$ cat src/rtl/pwm_decoder.sv
// PWM decoder: recovers high time and period of a PWM input, flags a stuck input.
// Optional build macro PWM_DECODER_SYNC_EN adds a two-flop input synchronizer.
module pwm_decoder #(
  parameter int WIDTH  = 8,
  parameter int INVERT = 0
) (
  input  logic             clk,
  input  logic             reset,
  input  logic             pwm_in,
  output logic [WIDTH-1:0] level,
  output logic [WIDTH:0]   period,
  output logic             valid,
  output logic             stuck
);

  localparam logic [WIDTH:0]   CNT_MAX = {(WIDTH+1){1'b1}};
  localparam logic [WIDTH-1:0] LVL_MAX = {WIDTH{1'b1}};
  localparam logic             INV_BIT = (INVERT != 0);

  typedef enum logic [1:0] {IDLE, MEAS, STUCK} state_t;

  state_t           state, next_state;
  logic             s_raw, s, s_d, rise;
  logic [WIDTH:0]   pcnt, hcnt, pcnt_next, hcnt_next;
  logic [WIDTH-1:0] level_next;
  logic [WIDTH:0]   period_next;
  logic             valid_next, stuck_next;

`ifdef PWM_DECODER_SYNC_EN
  logic [1:0] sync_q;

  always_ff @(posedge clk) begin
    if (reset) sync_q <= '0;
    else       sync_q <= {sync_q[0], pwm_in};
  end

  assign s_raw = sync_q[1];
`else
  assign s_raw = pwm_in;
`endif

  assign s    = s_raw ^ INV_BIT;
  assign rise = s & ~s_d;

  always_ff @(posedge clk) begin
    if (reset) begin
      state  <= IDLE;
      s_d    <= 1'b0;
      pcnt   <= '0;
      hcnt   <= '0;
      level  <= '0;
      period <= '0;
      valid  <= 1'b0;
      stuck  <= 1'b0;
    end else begin
      state  <= next_state;
      s_d    <= s;
      pcnt   <= pcnt_next;
      hcnt   <= hcnt_next;
      level  <= level_next;
      period <= period_next;
      valid  <= valid_next;
      stuck  <= stuck_next;
    end
  end

  // Counters restart at 1 on a rise so the next rise sees exactly the period length
  always_comb begin
    pcnt_next = (pcnt == CNT_MAX) ? CNT_MAX : pcnt + 1'b1;
    hcnt_next = hcnt;
    if (s && hcnt != CNT_MAX) hcnt_next = hcnt + 1'b1;
    if (rise) begin
      pcnt_next = {{WIDTH{1'b0}}, 1'b1};
      hcnt_next = {{WIDTH{1'b0}}, 1'b1};
    end
  end

  always_comb begin
    next_state  = state;
    level_next  = level;
    period_next = period;
    valid_next  = 1'b0;
    stuck_next  = stuck;
    case (state)
      IDLE, MEAS: begin
        if (rise) begin
          next_state = MEAS;
          if (state == MEAS) begin
            level_next  = hcnt[WIDTH] ? LVL_MAX : hcnt[WIDTH-1:0];
            period_next = pcnt;
            valid_next  = 1'b1;
          end
        end else if (pcnt == CNT_MAX) begin
          next_state  = STUCK;
          level_next  = s ? LVL_MAX : '0;
          period_next = '0;
          stuck_next  = 1'b1;
          valid_next  = 1'b1;
        end
      end
      STUCK: begin
        if (rise) begin
          next_state = MEAS;
          stuck_next = 1'b0;
        end
      end
      default: next_state = IDLE;
    endcase
  end

endmodule
$ cat config.mk
export PLATFORM = sky130hd
export DESIGN_NAME = pwm_decoder
export DESIGN_NICKNAME = d
export VERILOG_FILES = /design/src/rtl/pwm_decoder.sv
export SDC_FILE = /design/constraint.sdc
export NUM_CORES = 1
export LEC_CHECK = 0
export ABC_AREA = 1
export CORE_AREA = 2 2 74 76
export DETAILED_ROUTE_END_ITERATION = 6
export DIE_AREA = 0 0 76 78
export GPL_TIMING_DRIVEN = 0
export PLACE_DENSITY_LB_ADDON = 0.2
export SLEW_MARGIN = 20
export SYNTH_ARGS = -nofsm -noshare
export SYNTH_HDL_FRONTEND = slang
export SYNTH_SLANG_ARGS = --single-unit
$ cat constraint.sdc
create_clock -name clk -period 4.4 [get_ports clk]
set_clock_uncertainty 0.15 [all_clocks]
set_input_delay 0.88 -clock clk [delete_from_list [all_inputs] [get_ports clk]]
set_output_delay 0.88 -clock clk [all_outputs]
set_load 0.05 [all_outputs]
==> results.cfg <==
[cts]
worstSkewPairLatency_ns = 0.29
cts_buffers = 5
cts.repair.resized = 0
cts_tree = yes
clock_path_buffers = 2
post_cts_buffers = 0
cts_hold_buffers = 0
numClockSinks = 40
h-tree-depth = 2
clkTransAtPathRegs_ns = 0.08
cts_root_buf = clkbuf_8

[timing]
rsz0062_at_grt = false
fmax_ghz = 0.404
setup_violations = 0
worstMarginPinSlew_ns = 0.561
hold_viol = 0
max_slew_margin = 0.626
period_share = 0.562
drv_slew = 0
finalSetupTns_ns = 0
period_minus_slack_ns = 2.47
whs_ns = 0.312

[worst_setup_path]
ff2ff_path_depth = 10
crit_path_start_kind = flop
path_buf_inv = 1
crit_fanout = 2
critical-path-slowest-cell = clkdlybuf4s50_1
max_stage_delay_ns = 0.81
rrSetupSlack_ns = 2.35
crit_path_end_kind = primary output
cp.arrival_ns = 1.44
cp.required_ns = 3.37
r2r_end = hcnt[5]
path_cells = clkdlybuf4s50_1
crit_cells = 1
critical_path_class = reg2out
critPathTopFamily = buffers and inverters
worstReg2RegStart = hcnt[0]

[layout]
nets = 272
drive_above_1_share = 0.0861
diodes = 0
syn2layout_area_growth_pct = 22.6
layout_common_cells = nand2_1, dfxtp_1, inv_1
mostFrequentLayoutCell = nand2_1

[power]
pwr-share-comb = 0.110
sequentialPowerShare = 0.530
power.switching_mw = 0.190
power.density_nw_per_um2 = 336
clockPowerShare = 0.360
vdd_drop_max_mv = 0.136
internal_power_mw = 0.521
leakagePower_nw = 0.915
swShare = 0.268

[die]
rows = 26
die_area_um2 = 5930
io_pins = 22
die_width_um = 76
start_util = 0.343
die_h_um = 78
core_area_um2 = 5040

[global_route]
grt_pass1_wl_um = 6490
grt_usage = 0.134
grt_pass1_vias = 1416
antenna_found_initial = 0
grt_max_degree = 13
gr-total-overflow = 0

[logic_synthesis]
ys_warn_count = 0
ys_seq_elements = 40
synth_fp_nets = 244
synth_cells = 238
syn_avg_cell_area_um2 = 7.27
yosysSeqAreaShare = 0.463
mappedNetlistArea_um2 = 1730
yosysUniqueCellTypes = 23

[job]
drv_cap = 0

[detailed_routing]
ant_nets = 0
wire_per_inst_um = 10.7
drt-initial-drc-count = 85
viasPerCell = 4.52
vias = 1522
first_pass_iters = 4
drt-total-wl_um = 3610
drc = 0

[outcome]
status = finished, final reports clean

[placement]
place_congestion = 0.803
hpwlAfterDp_um = 2620
io_buffers = 21

[worst_hold_path]
hold_path_end = period[3]
min_path_type = reg2reg
hold_path_depth = 2
hold_start = period[3]
[worst register-to-register path, cell delays in order, from the launching register on]
cell     delay [ns]
dfxtp_1        0.34
ha_1           0.22
nand3_1        0.13
nor3_1         0.08
ha_1           0.18
inv_1          0.05
nand2_1        0.18
nor3_1         0.30
nand3_1        0.14
o21ai_1        0.15
nor2_1         0.05
[power groups by stage]
stage	logic, mW	clock network (mW)	registers, mW
3_5_place_dp	0.0790	0	0.386
4_1_cts	0.0792	0.266	0.377
3_3_place_gp	0.0784	0	0.386
5_1_grt	0.0871	0.281	0.378
6_report	0.0780	0.256	0.377
2_1_floorplan	0.0375	0	0.403
[worst max-delay path by stage]
stage,to,start
finish,stuck,stuck
global route,hcnt[6],reset
CTS,stuck,stuck
floorplan,level[5],pwm_in
global placement,hcnt[6],reset
detailed placement,hcnt[6],reset
[synthesized netlist by cell type (all sizes together)]
library cell  count  share of area
xor2              3          0.015
clkbuf            2         0.0043
inv              38          0.082
nand4             6          0.022
a211oi            1         0.0043
o21ai            11          0.032
nand2            52           0.12
buf               4          0.017
dfxtp            40           0.46
o31ai             1         0.0043
nor2             23          0.056
nand3            28          0.084
nor3              7          0.020
xnor2             1         0.0051
a21oi            18          0.052
ha                3          0.022
[layer usage]
layer,GRT usage,up-vias,share of wire
li1,-,819,-
met1,0.185,675,0.54
met2,0.206,26,0.41
met3,0.0314,2,0.037
met4,0.0436,0,0.0058
met5,0,-,0
[registers in the layout, indices dropped and copies added, names as in the netlist]
signal,cells
period,9
stuck,1
state,2
valid,1
s_d,1
hcnt,9
pcnt,9
level,8
[cells by family (layout without fill, tap and decap cells)]
kind of cell / Yosys count / after routing / share of synthesized area
compound gates: 31 / 31 / 0.0926
xor+xnor: 4 / 4 / 0.0203
fa+ha+maj: 3 / 3 / 0.0217
buf+inv: 44 / 73 / 0.103
flops: 40 / 40 / 0.463
simple gates: 116 / 116 / 0.299
[through the flow]
step	cell area, µm²	power [mW]	utilization	instances	worst slack [ns]
2_1_floorplan	1730	0.440	-	238	2.57
3_3_place_gp	2030	0.464	0.402	329	1.66
3_5_place_dp	2030	0.465	0.402	329	1.64
4_1_cts	2120	0.722	0.420	337	1.91
5_1_grt	2120	0.746	0.420	337	1.81
6_report	2120	0.711	0.420	337	1.93
[area by class of cell]
| cell class | count | area, µm² |
|---|---|---|
| buffer | 6 | 36.3 |
| clock buffer | 6 | 82.6 |
| clock inverter | 2 | 10.0 |
| fill | 550 | 2920 |
| inverter | 38 | 143 |
| multi-input combinational | 154 | 749 |
| sequential | 40 | 801 |
| tap | 70 | 87.6 |
| timing repair buffer | 21 | 210 |
No activity file was read; power rests on OpenSTA's default activity.
==> edit 1, RTL diff (same flow settings) <==
Add a define of `PWM_DECODER_SYNC_EN`.
--- a/src/rtl/pwm_decoder.sv
+++ b/src/rtl/pwm_decoder.sv
@@ -1,5 +1,7 @@
 // PWM decoder: recovers high time and period of a PWM input, flags a stuck input.
 // Optional build macro PWM_DECODER_SYNC_EN adds a two-flop input synchronizer.
+`define PWM_DECODER_SYNC_EN
+
 module pwm_decoder #(
   parameter int WIDTH  = 8,
   parameter int INVERT = 0
Formal check against the unedited RTL: not equivalent (Yosys sat finds a counterexample within 4 cycles, from zero or initial values and one cycle with reset high).
==> edit 1 against the original RTL <==
Sequential cell count up 2; wire length down 0.50%; area after synthesis rose by 7.9%; combinational power fell by 13%; design area is 5.9% higher; power increased by 1.3%; hold slack worse by 63 ps; via count increased by 1.2%; critical path depth did not move; setup slack lost 0.97 ps; critical path type unchanged; highest routed layer unchanged.
==> edit 1: results (changes against the original RTL) <==
stage	metric	value	unit	change
clocking	insertion_delay	290	ps	about the same
worst_setup_path	rr_worst_depth	12		was 10
logic_synthesis	synth_fp_nets	250		was 244
pwr	p_switching	0.182	mW	was 0.190 mW
grt	globalRouteMet1Util	0.189		was 0.185
cells_and_area	seq_area_frac	0.375		was 0.378
cells_and_area	final_core_util	0.445		was 0.420
worst_setup_path	reg2reg_from	hcnt[3]		was hcnt[0]
placement	dp_hpwl	2660	um	was 2620 um
routing	met1_length	1910	um	was 1960 um
run_status	status	complete, no violations		unchanged
cells_and_area	clk_share	0.0407		was 0.0437
routing	drt_iter0_markers	53		was 85
cells_and_area	fillers	544		was 550
grt	grt_pass1_vias	1439		was 1416
worst_setup_path	slowest_delay	810	ps	about the same
grt	gr-usage-met3	0.0360		was 0.0314
logic_synthesis	synth_area_leaders	dfxtp_1, nand2_1, a21oi_1		was dfxtp_1, nand2_1, nand3_1
routing	met2_length	1490	um	about the same
worst_setup_path	rrSetupSlack	2440	ps	was 2350 ps
placement	globalplace.congestion	0.793		was 0.803
pwr	power	0.721	mW	was 0.711 mW
routing	wl_met3	153	um	was 133 um
routing	viasPerCell	4.50		was 4.52
routing	first_pass_iters	4		unchanged
grt	gr-usage-all-layers	0.138		was 0.134
cells_and_area	buf_share	0.115		was 0.116
pwr	total_leakage_power	0.868	nW	was 0.915 nW
sta	worst_slew_pin_slew	500	ps	was 561 ps
grt	grt_pass1_wl	6600	um	was 6490 um
worst_setup_path	r2r-end	hcnt[4]		was hcnt[5]
cells_and_area	multi_input_cells	162		was 154
cells_and_area	n_clock_buffer	7		was 6
pwr	sequentialPowerShare	0.549		was 0.530
clocking	numClockSinks	42		was 40
logic_synthesis	synthAdderAreaFrac	0.0201		was 0.0217
pwr	comb_power	0.0679	mW	was 0.0780 mW
worst_setup_path	cp-startpoint	period[8]		was stuck
logic_synthesis	synth_xor_area_frac	0.0141		was 0.0203
cells_and_area	multi_input_area_share	0.375		was 0.354
pwr	irDropWorstVdd	0.155	mV	was 0.136 mV
logic_synthesis	synth.area.mux_share	0		unchanged
logic_synthesis	synth_common_cells	nand2_1, dfxtp_1, inv_1, a21oi_1, nor2_1		was nand2_1, dfxtp_1, inv_1, nand3_1, nor2_1
routing	wirelength	3590	um	was 3610 um
grt	met2_usage	0.207		was 0.206
placement	port-buffer-count	20		was 21
cells_and_area	inv_count	33		was 38
[edit 1: changes by cell type after synthesis, sizes merged, moves of 2 or more]
cell / before / now
nand2: 52 / 58
dfxtp: 40 / 42
nand4: 6 / 2
clkbuf: 2 / 0
buf: 4 / 7
a21oi: 18 / 31
nor3b: 0 / 2
nand3: 28 / 17
nor3: 7 / 5
o21ai: 11 / 14
inv: 38 / 32
[edit 1: how the worst min path moves through the flow]
stage                          from        end  slack (ps)  cells after the start
after floorplan           sync_q[0]  sync_q[1]         240                      2
after global placement    sync_q[0]  sync_q[1]         240                      2
after detailed placement  sync_q[0]  sync_q[1]         250                      2
after CTS                 sync_q[0]  sync_q[1]         250                      2
after global routing      sync_q[0]  sync_q[1]         260                      2
final                     sync_q[0]  sync_q[1]         250                      2
[edit 1: metrics by stage]
step                hold slack, ps  setup WS (ps)  std cells
finish                         249           1930        342
global route                   257           1870        342
CTS                            249           1910        342
detailed placement             245           2210        334
global placement               240           2210        334
floorplan                      238           2520        244
==> edit 2, RTL diff (config.mk and constraints unchanged) <==
Made on the original files. Encoding of `state_t`: now one-hot (3 bits for 3 states).
--- a/src/rtl/pwm_decoder.sv
+++ b/src/rtl/pwm_decoder.sv
@@ -17,7 +17,7 @@
   localparam logic [WIDTH-1:0] LVL_MAX = {WIDTH{1'b1}};
   localparam logic             INV_BIT = (INVERT != 0);
 
-  typedef enum logic [1:0] {IDLE, MEAS, STUCK} state_t;
+  typedef enum logic [2:0] {IDLE = 3'b001, MEAS = 3'b010, STUCK = 3'b100} state_t;
 
   state_t           state, next_state;
   logic             s_raw, s, s_d, rise;
Formal check against the unedited RTL: same outputs for any inputs over 10 cycles, from zero or initial values and one cycle with reset high; not proved beyond that.
==> edit 2 against the original RTL <==
Wire length increased by 16%; non-clock buffer count up 2; setup slack gained 2.4 ps; via count up 11%; design area is 8.8% higher; critical path type unchanged; critical path depth is the same; area after synthesis increased by 12%; power is 3.6% lower; register-to-register slack improved by 30 ps; sequential cell count up 1.
==> edit 2: results (changes against the original RTL) <==
stage	metric	value	unit	change
run_status	status	complete, no violations		unchanged
routing	wl_per_cell	11.9	um	was 10.7 um
pwr	total_leakage_power	0.922	nW	was 0.915 nW
worst_hold_path	hp-class	reg -> reg		unchanged
grt	globalRouteMet1Util	0.214		was 0.185
logic_synthesis	synth_common_cells	nand2_1, dfxtp_1, inv_1, nand3_1		was nand2_1, dfxtp_1, inv_1, nand3_1, nor2_1
routing	via_count	1695		was 1522
logic_synthesis	synth-seq-area-share	0.424		was 0.463
logic_synthesis	synth.area.mux_share	0		unchanged
cells_and_area	layout-drive-gt1-share	0.121		was 0.0861
pwr	irDropWorstVdd	0.155	mV	was 0.136 mV
grt	antenna_found_initial	0		unchanged
cells_and_area	nNetsFinal	286		was 272
logic_synthesis	syn_inst	253		was 238
cells_and_area	area_growth	19.1	%	was 22.6%
routing	drt_iter0_markers	138		was 85
logic_synthesis	synth_xor_area_frac	0.0136		was 0.0203
logic_synthesis	synth_top_flop_cell	dfxtp_1		unchanged
sta	max_slew_margin	0.663		was 0.626
placement	dp_hpwl	3160	um	was 2620 um
logic_synthesis	synth_fp_nets	259		was 244
logic_synthesis	synth_compound_area_frac	0.0976		was 0.0926
worst_setup_path	rr_worst_depth	10		unchanged
clocking	cts_setup_buffers	0		unchanged
clocking	numCtsBuffers	5		unchanged
clocking	cts_resized	0		unchanged
worst_hold_path	hold_depth	2		unchanged
grt	met2_usage	0.238		was 0.206
logic_synthesis	async_reset_ff_frac	0		unchanged
grt	grt_pass1_wl	7380	um	was 6490 um
logic_synthesis	yosys.cell_types.count	30		was 23
placement	dp_slack	1750	ps	was 1640 ps
placement	port-buffer-count	20		was 21
grt	grt_pass1_vias	1506		was 1416
clocking	htreeDepth	2		unchanged
cells_and_area	instances_no_fill	351		was 337
worst_setup_path	critPathSlowestCell	clkdlybuf4s50_1		unchanged
worst_setup_path	crit_fanout	2		unchanged
placement	globalplace.congestion	0.776		was 0.803
clocking	cts-root-buf	clkbuf_8		unchanged
grt	gr-usage-all-layers	0.156		was 0.134
logic_synthesis	synthAdderAreaFrac	0.0194		was 0.0217
grt	gr-usage-met3	0.0395		was 0.0314
placement	post-place-cells	343		was 329
logic_synthesis	synth_area_leaders	dfxtp_1, nand2_1, nand3_1		unchanged
routing	first_pass_iters	4		unchanged
worst_setup_path	slowest_delay	810	ps	about the same
edit 2: where the power goes:
group / switching (mW) / total [mW] / internal (mW)
clock network: 0.125 / 0.235 / 0.110
logic: 0.0471 / 0.0665 / 0.0194
registers: 0.00610 / 0.384 / 0.378
edit 2: path summary, 6_finish.rpt:
check	from	to	slack [ps]
max	level[4]	level[4]	1930
min	level[5]	level[5]	320
max reg2reg	hcnt[0]	hcnt[5]	2380
min reg2reg	level[5]	level[5]	320
edit 2: metal layers:
metal  wire (um)  share of wire
met5           0              0
met4          66          0.016
met3         148          0.036
met2        1800           0.43
met1        2150           0.52
edit 2: logic make-up (layout without fill, tap and decap cells):
| logic type | count (synthesis) | in the layout |
|---|---|---|
| simple gates | 133 | 133 |
| flops | 41 | 41 |
| buf+inv | 39 | 67 |
| compound gates | 34 | 34 |
| fa+ha+maj | 3 | 3 |
| xor+xnor | 3 | 3 |
edit 2: layout make-up:
type / count / area (sq um)
clock inverter: 2 / 10.0
buffer: 9 / 67.6
clock buffer: 6 / 72.6
timing repair buffer: 20 / 200
tap: 70 / 87.6
fill: 533 / 2740
multi-input combinational: 173 / 932
inverter: 30 / 115
sequential: 41 / 821
edit 2: stage by stage:
step / power (mW) / instance area (sq um)
after floorplan: 0.443 / 1940
after global placement: 0.458 / 2220
after detailed placement: 0.459 / 2220
after CTS: 0.695 / 2310
after global routing: 0.726 / 2310
final: 0.685 / 2310
